[src/rtl/six_step_sequencer_if.sv]
`default_nettype none
// ============================================================================
// six_step_sequencer_if : control/phase-command bundle for six_step_sequencer
// Rev 1.0
// ============================================================================
interface six_step_sequencer_if #(
  parameter int CNT_W = 16
);
  logic             en_i;
  logic             dir_i;
  logic [CNT_W-1:0] step_period_i;
  logic             fault_i;
  logic [2:0]       phA_o;
  logic [2:0]       phB_o;
  logic [2:0]       phC_o;
  logic [2:0]       step_idx_o;
  logic             step_tick_o;
  logic             busy_o;
  logic             fault_latched_o;

  modport master (
    output en_i, dir_i, step_period_i, fault_i,
    input  phA_o, phB_o, phC_o, step_idx_o, step_tick_o, busy_o, fault_latched_o
  );

  modport slave (
    input  en_i, dir_i, step_period_i, fault_i,
    output phA_o, phB_o, phC_o, step_idx_o, step_tick_o, busy_o, fault_latched_o
  );
endinterface
`default_nettype wire

[src/rtl/six_step_sequencer.sv]
`default_nettype none
// ============================================================================
// six_step_sequencer : six-step commutation with dead time and fault shutdown
// Rev 1.0
// ============================================================================
module six_step_sequencer #(
  parameter int CNT_W       = 16,
  parameter int DEAD_CYCLES = 4
) (
  input  wire logic          clk,
  input  wire logic          rst,
  six_step_sequencer_if.slave bus
);

  typedef enum logic [1:0] {
    S_IDLE  = 2'd0,
    S_START = 2'd1,
    S_DRIVE = 2'd2,
    S_DEAD  = 2'd3
  } state_t;

  localparam logic [CNT_W-1:0] c_dead_last = CNT_W'(DEAD_CYCLES - 1);

  // Packed {A,B,C}: 0 = off, 1 = high side, 2 = low side.
  function automatic logic [8:0] step_codes(input logic [2:0] s);
    case (s)
      3'd0:    return {3'd1, 3'd2, 3'd0};
      3'd1:    return {3'd1, 3'd0, 3'd2};
      3'd2:    return {3'd0, 3'd1, 3'd2};
      3'd3:    return {3'd2, 3'd1, 3'd0};
      3'd4:    return {3'd2, 3'd0, 3'd1};
      3'd5:    return {3'd0, 3'd2, 3'd1};
      default: return 9'd0;
    endcase
  endfunction

  state_t           state_q, state_d;
  logic [CNT_W-1:0] cnt_q, cnt_d;
  logic [CNT_W-1:0] shadow_q, shadow_d;
  logic [2:0]       step_q, step_d;
  logic [2:0]       next_q, next_d;
  logic             flt_q, flt_d;
  logic             tick_q, tick_d;
  logic             busy_q, busy_d;
  logic [8:0]       ph_q, ph_d;
  logic [CNT_W-1:0] drive_last;
  logic [8:0]       cur_codes, nxt_codes;

  always_comb begin
    state_d    = state_q;
    cnt_d      = cnt_q + CNT_W'(1);
    shadow_d   = shadow_q;
    step_d     = step_q;
    next_d     = next_q;
    flt_d      = flt_q;
    tick_d     = 1'b0;
    drive_last = (shadow_q == '0) ? '0 : shadow_q - CNT_W'(1);

    if (!bus.en_i && !bus.fault_i) begin
      flt_d = 1'b0;
    end

    // Fault outranks enable; both outrank normal sequencing.
    if (bus.fault_i) begin
      state_d = S_IDLE;
      flt_d   = 1'b1;
    end else if (state_q != S_IDLE && !bus.en_i) begin
      state_d = S_IDLE;
    end else begin
      case (state_q)
        S_IDLE: begin
          if (bus.en_i && !flt_q) begin
            state_d  = S_START;
            shadow_d = bus.step_period_i;
          end
        end
        S_START: begin
          if (cnt_q == c_dead_last) state_d = S_DRIVE;
        end
        S_DRIVE: begin
          if (cnt_q == drive_last) begin
            if (bus.dir_i) next_d = (step_q == 3'd5) ? 3'd0 : step_q + 3'd1;
            else           next_d = (step_q == 3'd0) ? 3'd5 : step_q - 3'd1;
            shadow_d = bus.step_period_i;
            state_d  = S_DEAD;
          end
        end
        S_DEAD: begin
          if (cnt_q == c_dead_last) begin
            step_d  = next_q;
            tick_d  = 1'b1;
            state_d = S_DRIVE;
          end
        end
        default: state_d = S_IDLE;
      endcase
    end

    if (state_d != state_q || state_d == S_IDLE) begin
      cnt_d = '0;
    end

    // Outputs are registered from the next-state values so they line up with the state.
    cur_codes = step_codes(step_d);
    nxt_codes = step_codes(next_d);
    busy_d    = (state_d != S_IDLE);
    ph_d      = 9'd0;
    if (state_d == S_DRIVE) begin
      ph_d = cur_codes;
    end else if (state_d == S_DEAD) begin
      for (int p = 0; p < 3; p++) begin
        if (cur_codes[3*p +: 3] == nxt_codes[3*p +: 3]) begin
          ph_d[3*p +: 3] = cur_codes[3*p +: 3];
        end
      end
    end
  end

  always_ff @(posedge clk) begin
    if (!rst) begin
      state_q  <= S_IDLE;
      cnt_q    <= '0;
      shadow_q <= '0;
      step_q   <= 3'd0;
      next_q   <= 3'd0;
      flt_q    <= 1'b0;
      tick_q   <= 1'b0;
      busy_q   <= 1'b0;
      ph_q     <= 9'd0;
    end else begin
      state_q  <= state_d;
      cnt_q    <= cnt_d;
      shadow_q <= shadow_d;
      step_q   <= step_d;
      next_q   <= next_d;
      flt_q    <= flt_d;
      tick_q   <= tick_d;
      busy_q   <= busy_d;
      ph_q     <= ph_d;
    end
  end

  assign bus.phA_o           = ph_q[8:6];
  assign bus.phB_o           = ph_q[5:3];
  assign bus.phC_o           = ph_q[2:0];
  assign bus.step_idx_o      = step_q;
  assign bus.step_tick_o     = tick_q;
  assign bus.busy_o          = busy_q;
  assign bus.fault_latched_o = flt_q;

endmodule
`default_nettype wire

[src/flat_wrapper.sv]
// flat-port wrapper written by rule: the top's interface ports become plain ports
module six_step_sequencer_flat 
#(
  parameter int CNT_W       = 16,
  parameter int DEAD_CYCLES = 4
)
  (clk, rst, bus_en_i, bus_dir_i, bus_step_period_i, bus_fault_i, bus_phA_o, bus_phB_o, bus_phC_o, bus_step_idx_o, bus_step_tick_o, bus_busy_o, bus_fault_latched_o);
  six_step_sequencer_if #(.CNT_W(CNT_W)) bus_i ();
  input  wire logic clk;
  input  wire logic rst;
  input wire logic [$bits(bus_i.en_i)-1:0] bus_en_i;
  input wire logic [$bits(bus_i.dir_i)-1:0] bus_dir_i;
  input wire logic [$bits(bus_i.step_period_i)-1:0] bus_step_period_i;
  input wire logic [$bits(bus_i.fault_i)-1:0] bus_fault_i;
  output wire logic [$bits(bus_i.phA_o)-1:0] bus_phA_o;
  output wire logic [$bits(bus_i.phB_o)-1:0] bus_phB_o;
  output wire logic [$bits(bus_i.phC_o)-1:0] bus_phC_o;
  output wire logic [$bits(bus_i.step_idx_o)-1:0] bus_step_idx_o;
  output wire logic [$bits(bus_i.step_tick_o)-1:0] bus_step_tick_o;
  output wire logic [$bits(bus_i.busy_o)-1:0] bus_busy_o;
  output wire logic [$bits(bus_i.fault_latched_o)-1:0] bus_fault_latched_o;
  assign bus_i.en_i = bus_en_i;
  assign bus_i.dir_i = bus_dir_i;
  assign bus_i.step_period_i = bus_step_period_i;
  assign bus_i.fault_i = bus_fault_i;
  assign bus_phA_o = bus_i.phA_o;
  assign bus_phB_o = bus_i.phB_o;
  assign bus_phC_o = bus_i.phC_o;
  assign bus_step_idx_o = bus_i.step_idx_o;
  assign bus_step_tick_o = bus_i.step_tick_o;
  assign bus_busy_o = bus_i.busy_o;
  assign bus_fault_latched_o = bus_i.fault_latched_o;
  six_step_sequencer #(.CNT_W(CNT_W), .DEAD_CYCLES(DEAD_CYCLES)) u_core (.clk(clk), .rst(rst), .bus(bus_i));
endmodule
[config.mk]
export PLATFORM = sky130hd
export DESIGN_NAME = six_step_sequencer_flat
export DESIGN_NICKNAME = d
export VERILOG_FILES = /design/src/rtl/six_step_sequencer_if.sv /design/src/rtl/six_step_sequencer.sv /design/src/flat_wrapper.sv
export SDC_FILE = /design/constraint.sdc
export NUM_CORES = 1
export LEC_CHECK = 0
export ABC_AREA = 1
export BUFFER_PORTS_ARGS = -buffer_cell sky130_fd_sc_hd__buf_2
export CORE_MARGIN = 8
export CORE_UTILIZATION = 40
export CTS_BUF_LIST = sky130_fd_sc_hd__clkbuf_8
export DETAILED_ROUTE_END_ITERATION = 16
export GPL_TIMING_DRIVEN = 0
export PLACE_DENSITY = 0.64
export SETUP_SLACK_MARGIN = 0.2
export SYNTH_ARGS = -nofsm -noshare
export SYNTH_HDL_FRONTEND = slang
export SYNTH_SLANG_ARGS = --single-unit
[constraint.sdc]
create_clock -name clk -period 3.2 [get_ports clk]
set_input_delay 0.32 -clock clk [delete_from_list [all_inputs] [get_ports clk]]
set_output_delay 0.32 -clock clk [all_outputs]
set_load 0.05 [all_outputs]
* Yosys cells after proc, flatten, opt, wreduce, memory -nomap -nowiden
Cells that the tools add are included.
** Word-level totals
- Register bits after elaboration :: 52
- Logic and storage cells :: 93
** Cells by class
- $add $sub $neg :: 4
- Eq/ne operators :: 24
- Mux-type cells :: 31
- Bitwise operators :: 4
- Reduce and logical (&&, ||, !) cells :: 21
** Operators by type and width (count)
- 8-bit case mux with 6 select lines :: 2
- 16-bit two-way mux :: 3
- 3-bit two-way mux :: 13
- 16-bit case mux with 2 select lines :: 1
- 9-bit two-way mux :: 2
- 16-bit by 1-bit adder with 16-bit output, second input constant :: 1
- 16-bit == test :: 1
- 16-bit by 2-bit == test with 1-bit output, second input constant :: 1
- 16-bit logical NOT :: 1
- 16-bit by 1-bit subtractor with 16-bit output, second input constant :: 1
- 3-bit == test, second input constant :: 5
- 3-bit by 2-bit == test with 1-bit output, second input constant :: 4
- 2-bit two-way mux :: 6
- 3-bit logical NOT :: 3
- 2-bit == test, second input constant :: 4
- 2-bit nonzero test :: 4
- 3-bit by 1-bit == test with 1-bit output, second input constant :: 2
- 3-bit == test :: 2
- 2-bit case mux with 3 select lines :: 1
- 5-bit AND reduction :: 1
- 2-bit logical NOT :: 2
- 2-bit by 1-bit != test with 1-bit output, second input constant :: 2
- 1-bit NOT :: 4
- 2-bit OR reduction :: 2
- 10 further kinds :: 16

* Longest topological paths before layout
Gate-level depths: netlist (run 1).
- Word-level depth :: 13
- Gate-level depth with buffers :: 23
- Gate-level depth less buffers :: 22

* Worst setup path before layout (run 1)
No wires, ideal clock.
- Path kind :: reg-to-reg
- From :: reg u_core.shadow_q[0]
- To :: reg u_core.shadow_q[10]
- Setup time :: 0.119 ns
- Data arrival time :: 2.293 ns
- Data required time :: 3.081 ns
- Setup slack :: 0.787 ns
- Cell stages (with the launch flop) :: 19
- Path buffers :: 2
- Clock period less this slack :: 2.413 ns
- Path through :: dfxtp_1 > inv_2 > ha_1 > nand2_4 > nor2_4 > nand2_4 > buf_6 > nand2_1 > nand2_1 > and2_1 > nor2_1 > nand3_1 > o21ai_2 > nand3_4 > clkinv_4 > nand2_4 > buf_2 > o21ai_0 > a21oi_1
** Between the ends
- Longest elaborated chain between the ends :: 5
- Elaborated cells between the ends (all ways) :: 6
- Those cells by class :: add/sub: 1; eq/ne: 2; mux: 1; reduce/logical: 2
** Ends and longest elaborated chain
- from (decl) :: line six_step_sequencer.sv:39 : logic [CNT_W-1:0] shadow_q, shadow_d;
- from (signal assigned) :: line six_step_sequencer.sv:133 : shadow_q <= shadow_d;
- 16-bit by 1-bit subtractor with 16-bit output or 16-bit logical NOT (tied branches) :: line six_step_sequencer.sv:57 : drive_last = (shadow_q == '0) ? '0 : shadow_q - CNT_W'(1);
- 16-bit two-way mux (*) :: line six_step_sequencer.sv:57
- 16-bit == test (*) :: line six_step_sequencer.sv:81 : if (cnt_q == drive_last) begin
- 2-bit by 1-bit != test with 1-bit output (no line) (*)
- 5-bit AND reduction (no line) (*)
Mark *: on every way between the ends. The rest lies on a longest branch, timed or not.
A chain may end at the register's enable or synchronous reset.

* Worst setup path in the final report (run 1)
Same ends and word-level chain as after synthesis.

==> metrics.md, run 1 <==
| Metric | Value |
|---|---|
| Worst r2r dst | u_core.shadow_q[10] |
| Overall Power | about 1.4 mW |
| Detail Route Antenna Nets | 0 |
| RSZ-0062 raised after global routing | no |
| Pre-CTS setup slack | around 330 ps |
| Layout cells sized above 1 | 15.6% |
| Dpl hpwl | slightly above 7000 um |
| XOR/XNOR share of the synthesized area | under 10% |
| Achievable clock frequency | 0.359 GHz |
| Die Y | 108 um |
| Cells on worst reg2reg path | 19 |
| DRT Wirelength | 8650 um |
| Leak | between 1.5 and 2 nW |
| Diode count | 0 |
| Synthesis-to-finish area growth | 12.9% |
| DIE AREA | approximately 0.012 mm^2 |
| Relative slew slack | a little over half |
| Fin crit share | between 80% and 90% |
| Clock latency on the worst-skew pair | a little over 300 ps |
| Pin count of the biggest net entering global routing | 18 |
| Count of cell types in the netlist | slightly above 40 |
| 1st-iter DRT viols | between 200 and 250 |
| Synth Instances | ~530 |
| CP startpoint kind | flop |
| Number of register bits inferred by synthesis | 49 |
| Post-DR wirelength/cell | ~13 um |
| P per Cell Area | approximately 380 mW/mm^2 |
| CP Cell Sequence | inv_4 -> ha_4 -> nand2_4 -> nor2_4 -> nand2_4 -> buf_6 -> nand3_2 -> nand2_1 -> nor2_1 -> nand2_1 -> nor2_2 -> nand3_1 -> o21ai_2 -> nand3_4 -> clkinv_4 -> nand2_4 -> clkbuf_4 -> o21ai_0 -> a21oi_1 |
| Global-route wire length before repair | ~15,000 um |
| Placed Area | approximately 0.0036 mm^2 |
| Simple-Gate Fraction of Synth Area | between 40% and 50% |
| Sequential cell area | approximately 980 um^2 |
| Final #Nets | ~600 |
| Worst Max-Slew Pin Slew | around 700 ps |
| Filler cell count | 866 |
| Die W | 108 um |
| IO Count | 36 |
| Multi-input gate area | between 0.002 and 0.0025 mm^2 |
| Clock Skew | 14.5 ps |
| Root Buffer | clkbuf_8 |
| Port-buffer cells | 32 |
| Worst hold start | bus_en_i |
| Hold depth | 3 |
| Design area | around 0.0038 mm^2 |
| Worst setup EP type | flop |
| Final Critical Period | 2780 ps |
| Final hold vios | 0 |
| CTS tree | yes |
| Number of cell rows | 33 |
| Synth Area in Compound Gates | between 10% and 20% |
| WP buf/inv | 4 |
| Vias per inst | approximately 5.1 |
| Netlist Area Pre-Place | between 0.003 and 0.004 mm^2 |
| Crit path max fanout | 10 |
| Hold EP | u_core.bus.fault_latched_o |
| MaxCap Viol Count | 0 |
| Overall Global Routing Usage | 15.2% |
| Via Count | roughly 3,500 |
| Max incr delay on CP | ~330 ps |
| Final setup violating endpoints | 0 |
| Ys Warns | 0 |
| Initial antenna violation count | 0 |
| Worst Path Required | 3390 ps |
| Worst hold path type | in -> reg |
| Post-Synth Adder-Cell Area | roughly 1.1% |
| Inserted Clock Buffers | 5 |
| Htree depth | 2 |
| Setup_tns | 0 ps |
| Max rail drop VDD | roughly 0.22 mV |
| Multiplexer share of the synthesized area | 0% |
| CP Class | reg -> reg |
| Clock sink count | between 40 and 50 |
| Initial DRT Pass Iterations | 5 |
| Count of pins over their slew limit | 0 |
| Placeable Area | 0.00818 mm^2 |
| Sequential share of the synthesized area | between 20% and 30% |
| Main combinational cell family by area after synthesis | simple AND/OR/NAND/NOR gates |
| Worst R2R Setup Slack | slightly above 400 ps |
| Initial Utilization | roughly 41% |
| GRT overflow | 0 |
| Status | complete, no violations |
| Buffer depth of the longest clock path | 2 |
| RD Place Congestion | between 0.8 and 0.9 |
| FF-to-FF Start | u_core.shadow_q[0] |
| Clock-pin slew on the worst setup and hold paths | 100 ps |
| Number of global-route vias before repair | 3,258 |
| Worst EP arrival | 2980 ps |
| Critical path's most frequent cell | nand2_4 |
| # DRC | 0 |
| Slowest cell on crit path | dfxtp_1 |
| Syn Area/Cell | about 6.3 um^2 |
| Final worst slack | between 400 and 500 ps |
| CP top delay family | simple AND/OR/NAND/NOR gates |
## per-stage QoR
step / utilization [%] / std cells / hold WS, ps
6_report: 46.2 / 683 / 263
5_1_grt: 46.2 / 683 / 272
2_1_floorplan: - / 536 / 441
3_3_place_gp: 44.6 / 673 / 470
3_5_place_dp: 44.6 / 673 / 475
4_1_cts: 45.8 / 681 / 251
## how the worst max path moves through the flow
stage	start	end	slack, ps	depth (start not counted)
CTS	u_core.shadow_q[0]	u_core.ph_q[1]	320	21
finish	u_core.shadow_q[0]	u_core.shadow_q[10]	420	19
global route	u_core.shadow_q[0]	u_core.shadow_q[9]	190	19
global placement	u_core.shadow_q[0]	u_core.shadow_q[9]	400	19
detailed placement	u_core.shadow_q[0]	u_core.ph_q[1]	330	21
floorplan	u_core.shadow_q[0]	u_core.shadow_q[10]	790	18
## layout make-up
cell class	count	share of cell area, %
flip-flops and latches	49	26.0
multi-input cells	401	52.9
clock buffers	5	1.82
repair buffers	34	4.63
well taps	105	3.48
clock inverters	3	0.662
inverters	72	7.35
plain buffers	14	3.18
## metal layers
layer  vias to the layer above  wire length, um  GRT usage [%]  share of wire, %
li1                       1821                -              -                 -
met1                      1577             4350           20.8                50
met2                        62             3930           24.4                45
met3                         9              270           1.92               3.1
met4                         0               89           3.96               1.0
met5                         -                0              0                 0
## logic make-up (layout without fill, tap and decap cells)
group                      count (synthesis)  in the layout
buffers and inverters                     86            128
xor gates and xnor gates                   4              4
and+or+nand+nor                          319            319
other                                      1              3
AOI/OAI and AO/OA                         72             72
adders and majority gates                  3              3
DFF                                       49             49
## tightest hold or removal path, stage by stage
cell and delay, ps:
buf_2 110, nand2_1 60, a21oi_1 50
## what timing repair did
action / 4_1_cts / 5_1_grt
hold buffers: 0 / 0
endpoints found under the setup margin: 0 / 31
buffers inserted: 0 / 2
resized for setup: 0 / 7
## registers in the layout, indices dropped and copies added, names as in the netlist
signal and cells:
u_core.bus.fault_latched_o 1, u_core.state_q 2, u_core.shadow_q 16, u_core.cnt_q 16, u_core.bus.busy_o 1, u_core.next_q 3
u_core.bus.step_idx_o 3, u_core.bus.step_tick_o 1, u_core.ph_q 6
## cells in the final DEF (no fill, tap or decap), types with 2 or more instances in the layout
cell	instances
a21oi_1	36
nor3_1	11
clkinv_4	2
inv_1	68
buf_4	5
clkbuf_1	3
nor2_2	7
nand3_1	43
or2_2	2
o31ai_1	2
buf_6	7
clkbuf_8	5
nor4_1	2
xor2_1	4
ha_1	2
o21ai_0	19
nand2_4	3
nor2_4	4
nand4_1	28
o21ai_1	4
dfxtp_1	49
nand2_1	139
nand2_2	7
nand3b_1	2
and2_1	2
nand3_2	3
a21oi_2	3
buf_2	32
nor2_1	63
a21boi_0	2
conb_1	3
## where the power goes
group	switching, mW	internal [mW]
clock	0.225	0.158
combinational	0.274	0.151
sequential	0.0158	0.625
## cell usage after synthesis, drive strengths merged
library cell | instances | area share [%]
nor4 | 2 | 0.37
nand2 | 149 | 18
a211oi | 1 | 0.22
o2111ai | 1 | 0.78
nor3b | 1 | 0.22
clkbuf | 3 | 0.34
nand3 | 47 | 7.8
and2 | 2 | 0.37
nor2 | 74 | 9.6
or2 | 2 | 0.37
ha | 3 | 1.1
clkinv | 2 | 0.37
a22oi | 1 | 0.22
conb | 1 | 0.11
nor3 | 12 | 1.9
o21ai | 24 | 3.7
inv | 70 | 7.8
a21boi | 2 | 0.45
nand4 | 28 | 5.2
o21bai | 1 | 0.22
nand3b | 2 | 0.45
xor2 | 4 | 1.0
buf | 11 | 3.2
o211ai | 1 | 0.22
a21oi | 39 | 6.2
o31ai | 2 | 0.45
dfxtp | 49 | 29
No activity file was read; power rests on OpenSTA's default activity.
==> inputs of run 2 (changes only) <==
- CORE_UTILIZATION: 40 -> 61
- PLACE_DENSITY: 0.64 -> 0.88
==> metrics.md, run 2 (synthesis results as in run 1) <==
| Metric | Value |
|---|---|
| Status | complete, no violations (unchanged) |
| Synthesis-to-finish area growth | 11.4% (was 12.9%) |
| Diode count | 0 (unchanged) |
| Layout cells sized above 1 | 15.8% (was 15.6%) |
| Worst R2R Setup Slack | 460 ps (was 420 ps) |
| Final Critical Period | 2740 ps (was 2780 ps) |
| Worst Path Required | 3400 ps (was 3390 ps) |
| Detail Route Antenna Nets | 0 (unchanged) |
| DIE AREA | 0.00812 mm^2 (was 0.0116 mm^2) |
| Clock Skew | 6.48 ps (was 14.5 ps) |
| CP startpoint kind | flop (unchanged) |
| Worst r2r dst | u_core.cnt_q[0] (was u_core.shadow_q[10]) |
| Count of pins over their slew limit | 0 (unchanged) |
| Number of global-route vias before repair | 3,318 (was 3,258) |
| Cells on worst reg2reg path | 19 (unchanged) |
| Worst hold start | bus_step_period_i[4] (was bus_en_i) |
| DRT Wirelength | 8610 um (was 8650 um) |
| Relative slew slack | 52.5% (was 52.9%) |
| Clock sink count | 49 (unchanged) |
| Port-buffer cells | 32 (unchanged) |
| Root Buffer | clkbuf_8 (unchanged) |
| CTS tree | yes (unchanged) |
| 1st-iter DRT viols | 226 (was 211) |
| RSZ-0062 raised after global routing | no (unchanged) |
| Switching part of the total power | 34.8% (was 35.5%) |
| Worst setup EP type | flop (unchanged) |
| Die Y | 90.1 um (was 108 um) |
| GRT overflow | 0 (unchanged) |
| Clock-pin slew on the worst setup and hold paths | 90 ps (was 100 ps) |
| Die W | 90.1 um (was 108 um) |
| Net Switching | 509 uW (was 515 uW) |
| P per Cell Area | 392 mW/mm^2 (was 383 mW/mm^2) |
| Final #Nets | 599 (was 601) |
| Most frequent cells in the layout | nand2_1 (139), inv_1 (68), nor2_1 (61), dfxtp_1 (49), nand3_1 (43) (was nand2_1 (139), inv_1 (68), nor2_1 (63), dfxtp_1 (49), nand3_1 (43)) |
| Initial DRT Pass Iterations | 5 (unchanged) |
| Worst EP arrival | 2940 ps (was 2980 ps) |
| Commonest non-fill, non-tap cell in the layout | nand2_1 (unchanged) |
| Achievable clock frequency | 0.365 GHz (was 0.359 GHz) |
| Comb power frac | 29.0% (was 29.3%) |
| Clock latency on the worst-skew pair | 310 ps (about the same) |
| Post-DR wirelength/cell | 13.3 um (was 12.7 um) |
| Max rail drop VDD | 0.313 mV (was 0.223 mV) |
| Initial antenna violation count | 0 (unchanged) |
| Internal power | 954 uW (was 934 uW) |
| Post-CTS Setup Inserts | 0 (unchanged) |
| Clock power frac | 27.2% (was 26.4%) |
| Pin count of the biggest net entering global routing | 17 (was 18) |
| Dpl hpwl | 6850 um (was 7120 um) |
| Placeable Area | 0.00541 mm^2 (was 0.00818 mm^2) |
| Via Count | 3,587 (was 3,469) |
| Inserted Clock Buffers | 5 (unchanged) |
| Number of cell rows | 27 (was 33) |
| Buffer depth of the longest clock path | 2 (unchanged) |
| Final hold vios | 0 (unchanged) |
| CP Class | reg -> reg (unchanged) |
| Filler cell count | 473 (was 866) |
| Vias per inst | 5.54 (was 5.08) |
| Final setup violating endpoints | 0 (unchanged) |
| Biggest regs | u_core.cnt_q x16, u_core.shadow_q x16, u_core.ph_q x6 (unchanged) |
| Seq pwr share | 43.8% (was 44.2%) |
| IO Count | 36 (unchanged) |
| Global-route wire length before repair | 14,600 um (was 14,700 um) |
| FF-to-FF Start | u_core.shadow_q[0] (unchanged) |
| Overall Global Routing Usage | 20.8% (was 15.2%) |
| Post-CTS Hold Fix Bufs | 0 (unchanged) |
| MaxCap Viol Count | 0 (unchanged) |
| Crit path max fanout | 10 (unchanged) |
| Hold depth | 3 (unchanged) |
| Hold EP | u_core.shadow_q[4] (was u_core.bus.fault_latched_o) |
| Htree depth | 2 (unchanged) |
| Fin crit share | 85.7% (was 87.0%) |
| Initial Utilization | 62.0% (was 41.0%) |
| Leak | 1.64 nW (was 1.65 nW) |
| RD Place Congestion | 0.928 (was 0.876) |
| # DRC | 0 (unchanged) |
| Setup_tns | 0 ps (unchanged) |
| Worst hold path type | in -> reg (unchanged) |
| Worst Max-Slew Pin Slew | 709 ps (was 702 ps) |
| Finished Core Util | 69.0% (was 46.2%) |
[run 2: critical path, stage by stage (launching register included)]
cell,delay (ps)
dfxtp_1,320
inv_2,140
ha_4,190
nand2_4,90
nor2_4,130
nand2_4,90
buf_6,160
nand3_1,80
nand2_1,80
nor2_1,90
nand2_1,80
nor2_2,90
nand3_1,150
o21ai_2,220
nand3_4,130
clkinv_4,100
nand2_4,60
o2111ai_4,160
buf_6,210
nor2_1,50
[run 2: final cells by class]
cell class | instances | area, um^2 | share of cell area [%]
Clock buffer | 6 | 82.6 | 2.21
Inverter | 72 | 275 | 7.38
Buffer | 14 | 118 | 3.15
Timing Repair Buffer | 32 | 160 | 4.29
Tap cell | 72 | 90.1 | 2.42
Multi-Input combinational cell | 401 | 2010 | 53.8
Sequential cell | 49 | 981 | 26.3
Clock inverter | 2 | 17.5 | 0.470
[run 2: routing by layer]
metal,wire length (um),vias to the layer above,track usage (%)
li1,-,1815,-
met1,3990,1647,26.5
met2,4060,112,35.4
met3,455,13,3.33
met4,108,0,5.55
met5,0,-,0
[run 2: worst max path at each step]
stage | start | to | slack [ps] | cells after the start
2_1_floorplan | u_core.shadow_q[0] | u_core.shadow_q[10] | 790 | 18
3_3_place_gp | u_core.shadow_q[0] | u_core.shadow_q[11] | 440 | 19
3_5_place_dp | u_core.shadow_q[0] | u_core.shadow_q[11] | 360 | 19
4_1_cts | u_core.shadow_q[0] | u_core.shadow_q[11] | 350 | 19
5_1_grt | u_core.shadow_q[0] | u_core.shadow_q[9] | 200 | 19
6_report | u_core.shadow_q[0] | u_core.cnt_q[0] | 460 | 19
[run 2: power groups by stage]
stage          Combinational, mW  Clock, mW  Sequential, mW
2_1_floorplan              0.325          0           0.655
3_3_place_gp               0.401          0           0.654
3_5_place_dp               0.411          0           0.654
4_1_cts                    0.413      0.410           0.640
5_1_grt                    0.475      0.435           0.643
6_report                   0.424      0.398           0.641
[run 2: timing repair]
| action | CTS | global route |
|---|---|---|
| resized for setup | 0 | 8 |
| hold endpoints to repair | 0 | 0 |
| setup endpoints to repair | 0 | 25 |
[run 2: stage by stage]
| step | hold WS (ps) | power [mW] | setup WS, ps | area (um^2) | std cells |
|---|---|---|---|---|---|
| 3_5_place_dp | 479 | 1.07 | 364 | 3610 | 640 |
| 6_report | 273 | 1.46 | 457 | 3730 | 648 |
| 4_1_cts | 265 | 1.46 | 346 | 3710 | 648 |
| 3_3_place_gp | 456 | 1.05 | 444 | 3610 | 640 |
| 2_1_floorplan | 441 | 0.979 | 787 | 3360 | 536 |
| 5_1_grt | 280 | 1.55 | 198 | 3730 | 648 |
